[src/rtl/seq_detector_pkg.sv]
// seq_detector_pkg: shared definitions for the serial pattern detector.
//   state_t      : detector state encoding (UNARMED / ARMED)
//   *_MIN/*_MAX  : legal limits for the PAT_W and CNT_W parameters
package seq_detector_pkg;

    typedef enum logic {
        UNARMED = 1'b0,
        ARMED   = 1'b1
    } state_t;

    localparam int PAT_W_MIN = 2;
    localparam int PAT_W_MAX = 16;
    localparam int CNT_W_MIN = 1;
    localparam int CNT_W_MAX = 16;

endpackage

[src/rtl/seq_detector_if.sv]
// seq_detector_if: serial stream / pattern / status bundle for seq_detector_fsm.
//   x, x_valid  : serial data bit and its qualifier
//   pat         : pattern (pat[PAT_W-1] oldest bit, pat[0] newest)
//   pat_load    : capture pat and re-arm
//   overlap     : 1 = overlapping detection, 0 = non-overlapping
//   z           : Mealy match indication
//   armed       : a pattern has been loaded since reset
//   match_cnt   : saturating match count
// master = stream source, slave = detector.
interface seq_detector_if #(
    parameter int PAT_W = 4,
    parameter int CNT_W = 8
);
    logic             x;
    logic             x_valid;
    logic [PAT_W-1:0] pat;
    logic             pat_load;
    logic             overlap;
    logic             z;
    logic             armed;
    logic [CNT_W-1:0] match_cnt;

    modport master (
        output x, x_valid, pat, pat_load, overlap,
        input  z, armed, match_cnt
    );

    modport slave (
        input  x, x_valid, pat, pat_load, overlap,
        output z, armed, match_cnt
    );
endinterface

[src/rtl/seq_detector_sat_counter.sv]
// sat_counter: W-bit up counter that saturates at all-ones.
//   CLK  : clock, rising edge
//   CLR  : asynchronous active-low reset (count -> 0)
//   clr  : synchronous clear, has priority over inc
//   inc  : increment by one unless already all-ones
//   cnt  : current count
module sat_counter #(
    parameter int W = 8
) (
    input  logic         CLK,
    input  logic         CLR,
    input  logic         clr,
    input  logic         inc,
    output logic [W-1:0] cnt
);
    always_ff @(posedge CLK or negedge CLR) begin
        if (!CLR)
            cnt <= '0;
        else if (clr)
            cnt <= '0;
        else if (inc && (cnt != {W{1'b1}}))
            cnt <= cnt + 1'b1;
    end
endmodule

[src/rtl/seq_detector_fsm.sv]
// seq_detector_fsm: serial bit-pattern detector with a Mealy match output.
//   CLK : clock, rising edge
//   CLR : asynchronous active-low reset
//   bus : seq_detector_if slave (x/x_valid in, pat/pat_load/overlap in,
//         z/armed/match_cnt out)
// z rises in the same cycle the last pattern bit arrives. The window being
// compared is {hist, x}: the PAT_W-1 previously accepted bits plus the
// current bit. fill counts how many history bits are genuine, so a match
// can only fire once PAT_W real bits have been seen since the last restart.
// Build option SEQDET_MATCH_CNT_EN: when defined, match_cnt is a saturating
// count of matches; when undefined, match_cnt is tied to 0 and no counter
// flops exist.
module seq_detector_fsm
    import seq_detector_pkg::*;
#(
    parameter int PAT_W = 4,
    parameter int CNT_W = 8
) (
    input  logic           CLK,
    input  logic           CLR,
    seq_detector_if.slave  bus
);
    localparam int             FW       = $clog2(PAT_W);
    localparam logic [FW-1:0]  FILL_MAX = FW'(PAT_W - 1);

    if (PAT_W < PAT_W_MIN || PAT_W > PAT_W_MAX ||
        CNT_W < CNT_W_MIN || CNT_W > CNT_W_MAX) begin : g_bad_param
        $error("seq_detector_fsm: PAT_W or CNT_W out of legal range");
    end

    state_t             state, state_n;
    logic [PAT_W-1:0]   pat_reg, pat_n;
    logic [PAT_W-2:0]   hist, hist_n;
    logic [FW-1:0]      fill, fill_n;
    logic [PAT_W-1:0]   win;
    logic               z_c;

    // Newest bit lands in bit 0; dropping the MSB of the window gives the
    // shifted history for any PAT_W, including PAT_W=2.
    assign win = {hist, bus.x};

    always_ff @(posedge CLK or negedge CLR) begin
        if (!CLR) begin
            state   <= UNARMED;
            pat_reg <= '0;
            hist    <= '0;
            fill    <= '0;
        end else begin
            state   <= state_n;
            pat_reg <= pat_n;
            hist    <= hist_n;
            fill    <= fill_n;
        end
    end

    always_comb begin
        state_n = state;
        pat_n   = pat_reg;
        hist_n  = hist;
        fill_n  = fill;
        z_c     = 1'b0;
        if (bus.pat_load) begin
            // Load wins over data: the current bit is discarded.
            pat_n   = bus.pat;
            hist_n  = '0;
            fill_n  = '0;
            state_n = ARMED;
        end else if (state == ARMED && bus.x_valid) begin
            z_c = (fill == FILL_MAX) && (win == pat_reg);
            if (z_c && !bus.overlap) begin
                // Non-overlapping: next match needs PAT_W fresh bits.
                hist_n = '0;
                fill_n = '0;
            end else begin
                hist_n = win[PAT_W-2:0];
                if (fill != FILL_MAX)
                    fill_n = fill + 1'b1;
            end
        end
    end

    assign bus.z     = z_c;
    assign bus.armed = (state == ARMED);

`ifdef SEQDET_MATCH_CNT_EN
    sat_counter #(.W(CNT_W)) u_cnt (
        .CLK (CLK),
        .CLR (CLR),
        .clr (bus.pat_load),
        .inc (z_c),
        .cnt (bus.match_cnt)
    );
`else
    assign bus.match_cnt = '0;
`endif

endmodule

[src/flat_wrapper.sv]
// flat-port wrapper written by rule: the top's interface ports become plain ports
module seq_detector_fsm_flat import seq_detector_pkg::*;
#(
    parameter int PAT_W = 4,
    parameter int CNT_W = 8
)
  (CLK, CLR, bus_x, bus_x_valid, bus_pat, bus_pat_load, bus_overlap, bus_z, bus_armed, bus_match_cnt);
  seq_detector_if #(.PAT_W(PAT_W), .CNT_W(CNT_W)) bus_i ();
  input  logic CLK;
  input  logic CLR;
  input wire logic [$bits(bus_i.x)-1:0] bus_x;
  input wire logic [$bits(bus_i.x_valid)-1:0] bus_x_valid;
  input wire logic [$bits(bus_i.pat)-1:0] bus_pat;
  input wire logic [$bits(bus_i.pat_load)-1:0] bus_pat_load;
  input wire logic [$bits(bus_i.overlap)-1:0] bus_overlap;
  output wire logic [$bits(bus_i.z)-1:0] bus_z;
  output wire logic [$bits(bus_i.armed)-1:0] bus_armed;
  output wire logic [$bits(bus_i.match_cnt)-1:0] bus_match_cnt;
  assign bus_i.x = bus_x;
  assign bus_i.x_valid = bus_x_valid;
  assign bus_i.pat = bus_pat;
  assign bus_i.pat_load = bus_pat_load;
  assign bus_i.overlap = bus_overlap;
  assign bus_z = bus_i.z;
  assign bus_armed = bus_i.armed;
  assign bus_match_cnt = bus_i.match_cnt;
  seq_detector_fsm #(.PAT_W(PAT_W), .CNT_W(CNT_W)) u_core (.CLK(CLK), .CLR(CLR), .bus(bus_i));
endmodule
[config.mk]
export PLATFORM = sky130hd
export DESIGN_NAME = seq_detector_fsm_flat
export DESIGN_NICKNAME = d
export VERILOG_FILES = /design/src/rtl/seq_detector_pkg.sv /design/src/rtl/seq_detector_if.sv /design/src/rtl/seq_detector_sat_counter.sv /design/src/rtl/seq_detector_fsm.sv /design/src/flat_wrapper.sv
export SDC_FILE = /design/constraint.sdc
export NUM_CORES = 1
export LEC_CHECK = 0
export ABC_CLOCK_PERIOD_IN_PS = 4600
export CORE_AREA = 3 3 40 42
export CTS_BUF_LIST = sky130_fd_sc_hd__clkbuf_4 sky130_fd_sc_hd__clkbuf_8
export DETAILED_ROUTE_END_ITERATION = 16
export DIE_AREA = 0 0 43 45
export PLACE_DENSITY = 0.83
export SETUP_SLACK_MARGIN = 0.1
export SLEW_MARGIN = 20
export SYNTH_ARGS = -nofsm -noshare
export SYNTH_HDL_FRONTEND = slang
export SYNTH_SLANG_ARGS = --single-unit
[constraint.sdc]
create_clock -name CLK -period 4.6 [get_ports CLK]
set_input_delay 1.15 -clock CLK [delete_from_list [all_inputs] [get_ports CLK]]
set_output_delay 1.15 -clock CLK [all_outputs]
set_load 0.005 [all_outputs]
==> out/results.ini <==
[cts]
h-tree-depth=1
clock_path_buffers=2
cts_sinks=10
cts-root-buf=clkbuf_4
clkLatencyLatePin_ns=0.26
cts_tree=built
post_cts_buffers=0
clk_pin_slew_ns=0.06
cts_resized=0
cts_hold_buf=0
numCtsBuffers=3

[final_layout]
largest_reg_flops=4
antennaDiodeCount=0
final_util=0.529
nNetsFinal=73
syn_to_final_growth_pct=23.1
drive_gt1_frac=0.197

[logic_synthesis]
synth_top_cell_by_area=dfrtp_1
syn_area_um2=552
synth.distinct_cells=21
synth_edf_count=0
yosys_warnings=0
synth_seq_area_share=0.454
ys_seq_elements=10
async_flop_share=1.00
synth.area.top_cells=dfrtp_1 (45%), buf_4 (11%), mux2_2 (8.2%), xor2_1 (6.3%), a22o_1 (4.8%)
yosys.area.top_type_share=0.454
synth_top_flop_cell=dfrtp_1
syn_inst=48
avgSynthCellArea_um2=11.5

[drt]
num_vias=362
ant_nets=0
routedWlPerCell_um=11.1
totalWireLength_um=843
first_iter_violations=3
drc=0
routed_via_density=4.76
drt_first_pass_iters=3

[power_and_ir_drop]
p_sw_mw=0.0472
p_leak_nw=0.312
p_seq_frac=0.477
p_sw_frac=0.228
power_frac_comb=0.151
ir_drop_uv=217
p_int_mw=0.160
clockPowerShare=0.372
power_density_nw_per_um2=305

[setup_path]
path_class=in -> out
crit_path_frequent_cell=clkdlybuf4s50_1
endpoint_kind=output port
path_cells=clkdlybuf4s50_1 -> xor2_1 -> nor4_2 -> nand2_1 -> nor3_1 -> clkdlybuf4s50_1
critPathLaunchType=primary input
slowest_stage=clkdlybuf4s50_1
crit_fanout=3
arrival_ns=2.88
max_stage_delay_ns=0.53
worstPathRequired_ns=3.45

[sta]
tns_ns=0
final_max_slew_viol_count=0
setup_viol=0
fin_crit_sh=0.875
period_minus_slack_ns=4.03
rsz0062_at_grt=false
max_freq_mhz=248
hold_viol=0
skew_ns=0.000185

[status]
outcome=finished, final reports clean

[floorplan]
coreArea_um2=1280
rows=13
start_util=0.429
ios=20
die_x_um=43
die_h_um=45
die_area_um2=1940

[global_routing]
grt_max_degree=13
track_usage=0.0997
first_global_vias=328
grt_pass1_wl_mm=1.35
grt_overflow=0
antenna_found_initial=0

[placed_design]
gp_congestion=0.755
port_buffers=11

[run]
maxCapViolCount=0

[worst_hold_path]
min_path_type=reg -> reg

Yosys cell counts (all sizes together) (2+ instances only):
master,number
dfrtp,10
buf,8
mux2,5
xor2,4
a22o,3
nand2,2
nand2b,2
nor2,2
layout by cell type (no fill, tap or decap), drive strengths merged, types with 2 or more instances in the layout:
cell type	instances
clkbuf	4
clkdlybuf4s50	11
nand2	2
mux2	5
a22o	3
xor2	4
nor2	2
conb	8
dfrtp	10
nand2b	2
area by class of cell:
type,count,area (µm²)
Inverter,1,3.75
Clock buffer,4,36.3
Fill cell,123,606
Tap cell,15,18.8
Multi-Input combinational cell,35,260
Sequential cell,10,250
Timing Repair Buffer,11,110
worst paths after layout:
kind | startpoint | end | slack, ns | depth (start not counted)
min in group asynchronous | CLR | u_core.fill[1]$_DFFE_PN0P_ | 1.20 | 1
min reg2reg | u_core.pat_reg[0]$_DFFE_PN0P_ | u_core.pat_reg[0]$_DFFE_PN0P_ | 0.53 | 1
max in group asynchronous | CLR | u_core.pat_reg[0]$_DFFE_PN0P_ | 3.10 | 1
max reg2reg | u_core.hist[0]$_DFFE_PN0P_ | u_core.fill[0]$_DFFE_PN0P_ | 3.01 | 4
min | u_core.pat_reg[0]$_DFFE_PN0P_ | u_core.pat_reg[0]$_DFFE_PN0P_ | 0.53 | 1
max | bus_x | bus_z | 0.57 | 6
through the flow:
step                instance area (µm²)  hold WS [ns]  total power [mW]  instances  worst slack, ns
floorplan                           578         0.493             0.124         55             1.58
global placement                    643         0.516             0.131         72            0.554
detailed placement                  643         0.519             0.132         72            0.549
CTS                                 679         0.534             0.211         76            0.547
global route                        679         0.551             0.219         76            0.433
finish                              679         0.527             0.207         76            0.575
power groups by stage:
stage                     registers (mW)  clock network [mW]  logic (mW)
after floorplan                   0.0994                   0      0.0247
after global placement             0.100                   0      0.0306
after detailed placement           0.101                   0      0.0314
after CTS                         0.0990              0.0801      0.0314
after global routing              0.0997              0.0851      0.0344
final                             0.0989              0.0772      0.0312
routing by layer:
metal,up-vias,share of wire,track usage
li1,175,-,-
met1,172,0.40,0.101
met2,15,0.51,0.162
met3,0,0.087,0.0717
met4,0,0,0.0361
met5,-,0,0
kinds of logic after synthesis:
family                     count (synthesis)  share of synthesized area
other                                      1                    0.00680
buffers and inverters                     10                      0.122
adders and majority gates                  1                     0.0227
DFF                                       10                      0.454
AOI/OAI and AO/OA                          6                     0.0998
and+or+nand+nor                           10                      0.104
muxes                                      6                      0.127
xor gates and xnor gates                   4                     0.0635
critical path: cells and delay by family:
kind / cells / cell delay [ns]
buffers and inverters: 2 / 0.96
xor gates and xnor gates: 1 / 0.18
and+or+nand+nor: 3 / 0.58
Power figures use the tool's default switching activity.
==> RTL change, RTL diff (same settings) <==
`PAT_W` is set to 4 in 3 places; all go to 8.
--- a/src/rtl/seq_detector_if.sv
+++ b/src/rtl/seq_detector_if.sv
@@ -10,3 +10,3 @@
 interface seq_detector_if #(
-    parameter int PAT_W = 4,
+    parameter int PAT_W = 8,
     parameter int CNT_W = 8
--- a/src/rtl/seq_detector_fsm.sv
+++ b/src/rtl/seq_detector_fsm.sv
@@ -15,3 +15,3 @@
 #(
-    parameter int PAT_W = 4,
+    parameter int PAT_W = 8,
     parameter int CNT_W = 8
--- a/src/flat_wrapper.sv
+++ b/src/flat_wrapper.sv
@@ -3,3 +3,3 @@
 #(
-    parameter int PAT_W = 4,
+    parameter int PAT_W = 8,
     parameter int CNT_W = 8
Ports: changed (resized bus_pat); port bits go from 20 to 24. The function was not compared with the original's and may differ.
==> RTL change against the original RTL <==
  * Clock skew up 0.0098 ns
  * Sequential power up 86%
  * Highest routed layer is now met4
  * Cell count up 38%
  * Synthesized cell count up 50%
  * Sequential cell count up 9
  * Design area up 61%
  * Setup slack better by 0.083 ns
  * Clock power up 14%
  * Synthesized area up 68%
  * Wire length up 87%
  * Non-clock buffer count up 5
  * Power up 53%
==> RTL change: results (changes against the original RTL) <==
Logic synthesis
  – Yosys cell types: 22 (+4.8%)
  – Syn Area/Cell: 12.9 um^2 (+12%)
  – Largest cells by area after synthesis: dfrtp_1, mux2_2, a22o_1
  – Sequential-to-total area share from yosys stat: 51.1% (+5.8 points)
  – Synth cell count leaders: dfrtp_1, mux2_2, buf_4

Power and ir drop
  – Sw Pwr: 83.2 uW (+76%)
  – VDD IR max: 210 uV (-3.2%)
  – Clock-net power: 88.0 uW (+14%)

Route
  – DR WL/cell: 15.0 um (+35%)
  – Overall routed net length: 1580 um (+87%)
  – TritonRoute pass-1 iters: 5 (+2)
  – DRC marker count from the first detailed-route iteration: 11 (+8)

Cells and area
  – Nets@finish: 107 (+47%)
  – Largest register FFs: 8 (+4)
  – Layout cell share with drive strength beyond 1: 22.2% (+2.6 points)

Worst setup path
  – Crit-path max FO: 12 (+9)
  – CP arrival: 2.79 ns (-0.09 ns)
  – Crit path from: bus_pat_load
  – Worst r2r dst: u_core.hist[0]
  – Setup slack, reg-to-reg: 2.94 ns (-0.07 ns)
  – Worst r2r src: u_core.hist[1]

Placement
  – Inst Count DP: 101 (+40%)
  – PortBufs: 15 (+4)
  – Placement Cell Area: 1070 um^2 (+66%)
  – DP Worst Slack: 0.667 ns (+0.118 ns)

Global route
  – First-pass GRT wire length: 2570 um (+91%)
  – Pin count of the biggest net entering global routing: 20 (+7)
  – Total Routing Usage GR: 19.1% (+9.1 points)

Clock tree
  – Clk_lat worst skew: 0.31 ns (+0.05 ns)
  – Clock transition at path regs: 0.11 ns (+0.05 ns)

Status
  – Outcome: finished, final reports clean

Worst hold path
  – Hold_sp: u_core.fill[1]

Timing
  – Min Hold Slack: 0.525 ns (-0.00200 ns)
  – Final WS setup: 0.657 ns (+0.0826 ns)
-- RTL change: metal layers --
layer | up-vias | global-route usage [%] | share of wire (%)
met2 | 22 | 32.9 | 50
met5 | - | 0 | 0
li1 | 279 | - | -
met4 | 0 | 12.7 | 2.6
met3 | 4 | 4.78 | 6.7
met1 | 289 | 20.9 | 41
-- RTL change: logic make-up after synthesis --
logic type | after synthesis | share of synthesized area [%]
xor gates and xnor gates | 8 | 7.54
AOI/OAI and AO/OA | 13 | 12.8
DFF | 19 | 51.1
other | 1 | 0.403
adders and majority gates | 2 | 2.69
muxes | 9 | 10.9
and+or+nand+nor | 10 | 7.27
buffers and inverters | 10 | 7.27
-- RTL change: layout make-up --
class	instances	area, um^2
clock buffer	3	22.5
fill	70	189
clock inverter	1	5.00
timing repair buffer	16	158
tap	15	18.8
sequential	19	475
inverter	1	3.75
multi-input combinational	50	413
-- RTL change: worst max-delay path: cells and delay by family --
family                 cells  cell delay [ns]
buffers and inverters      3             1.11
AND/OR/NAND/NOR            2             0.52
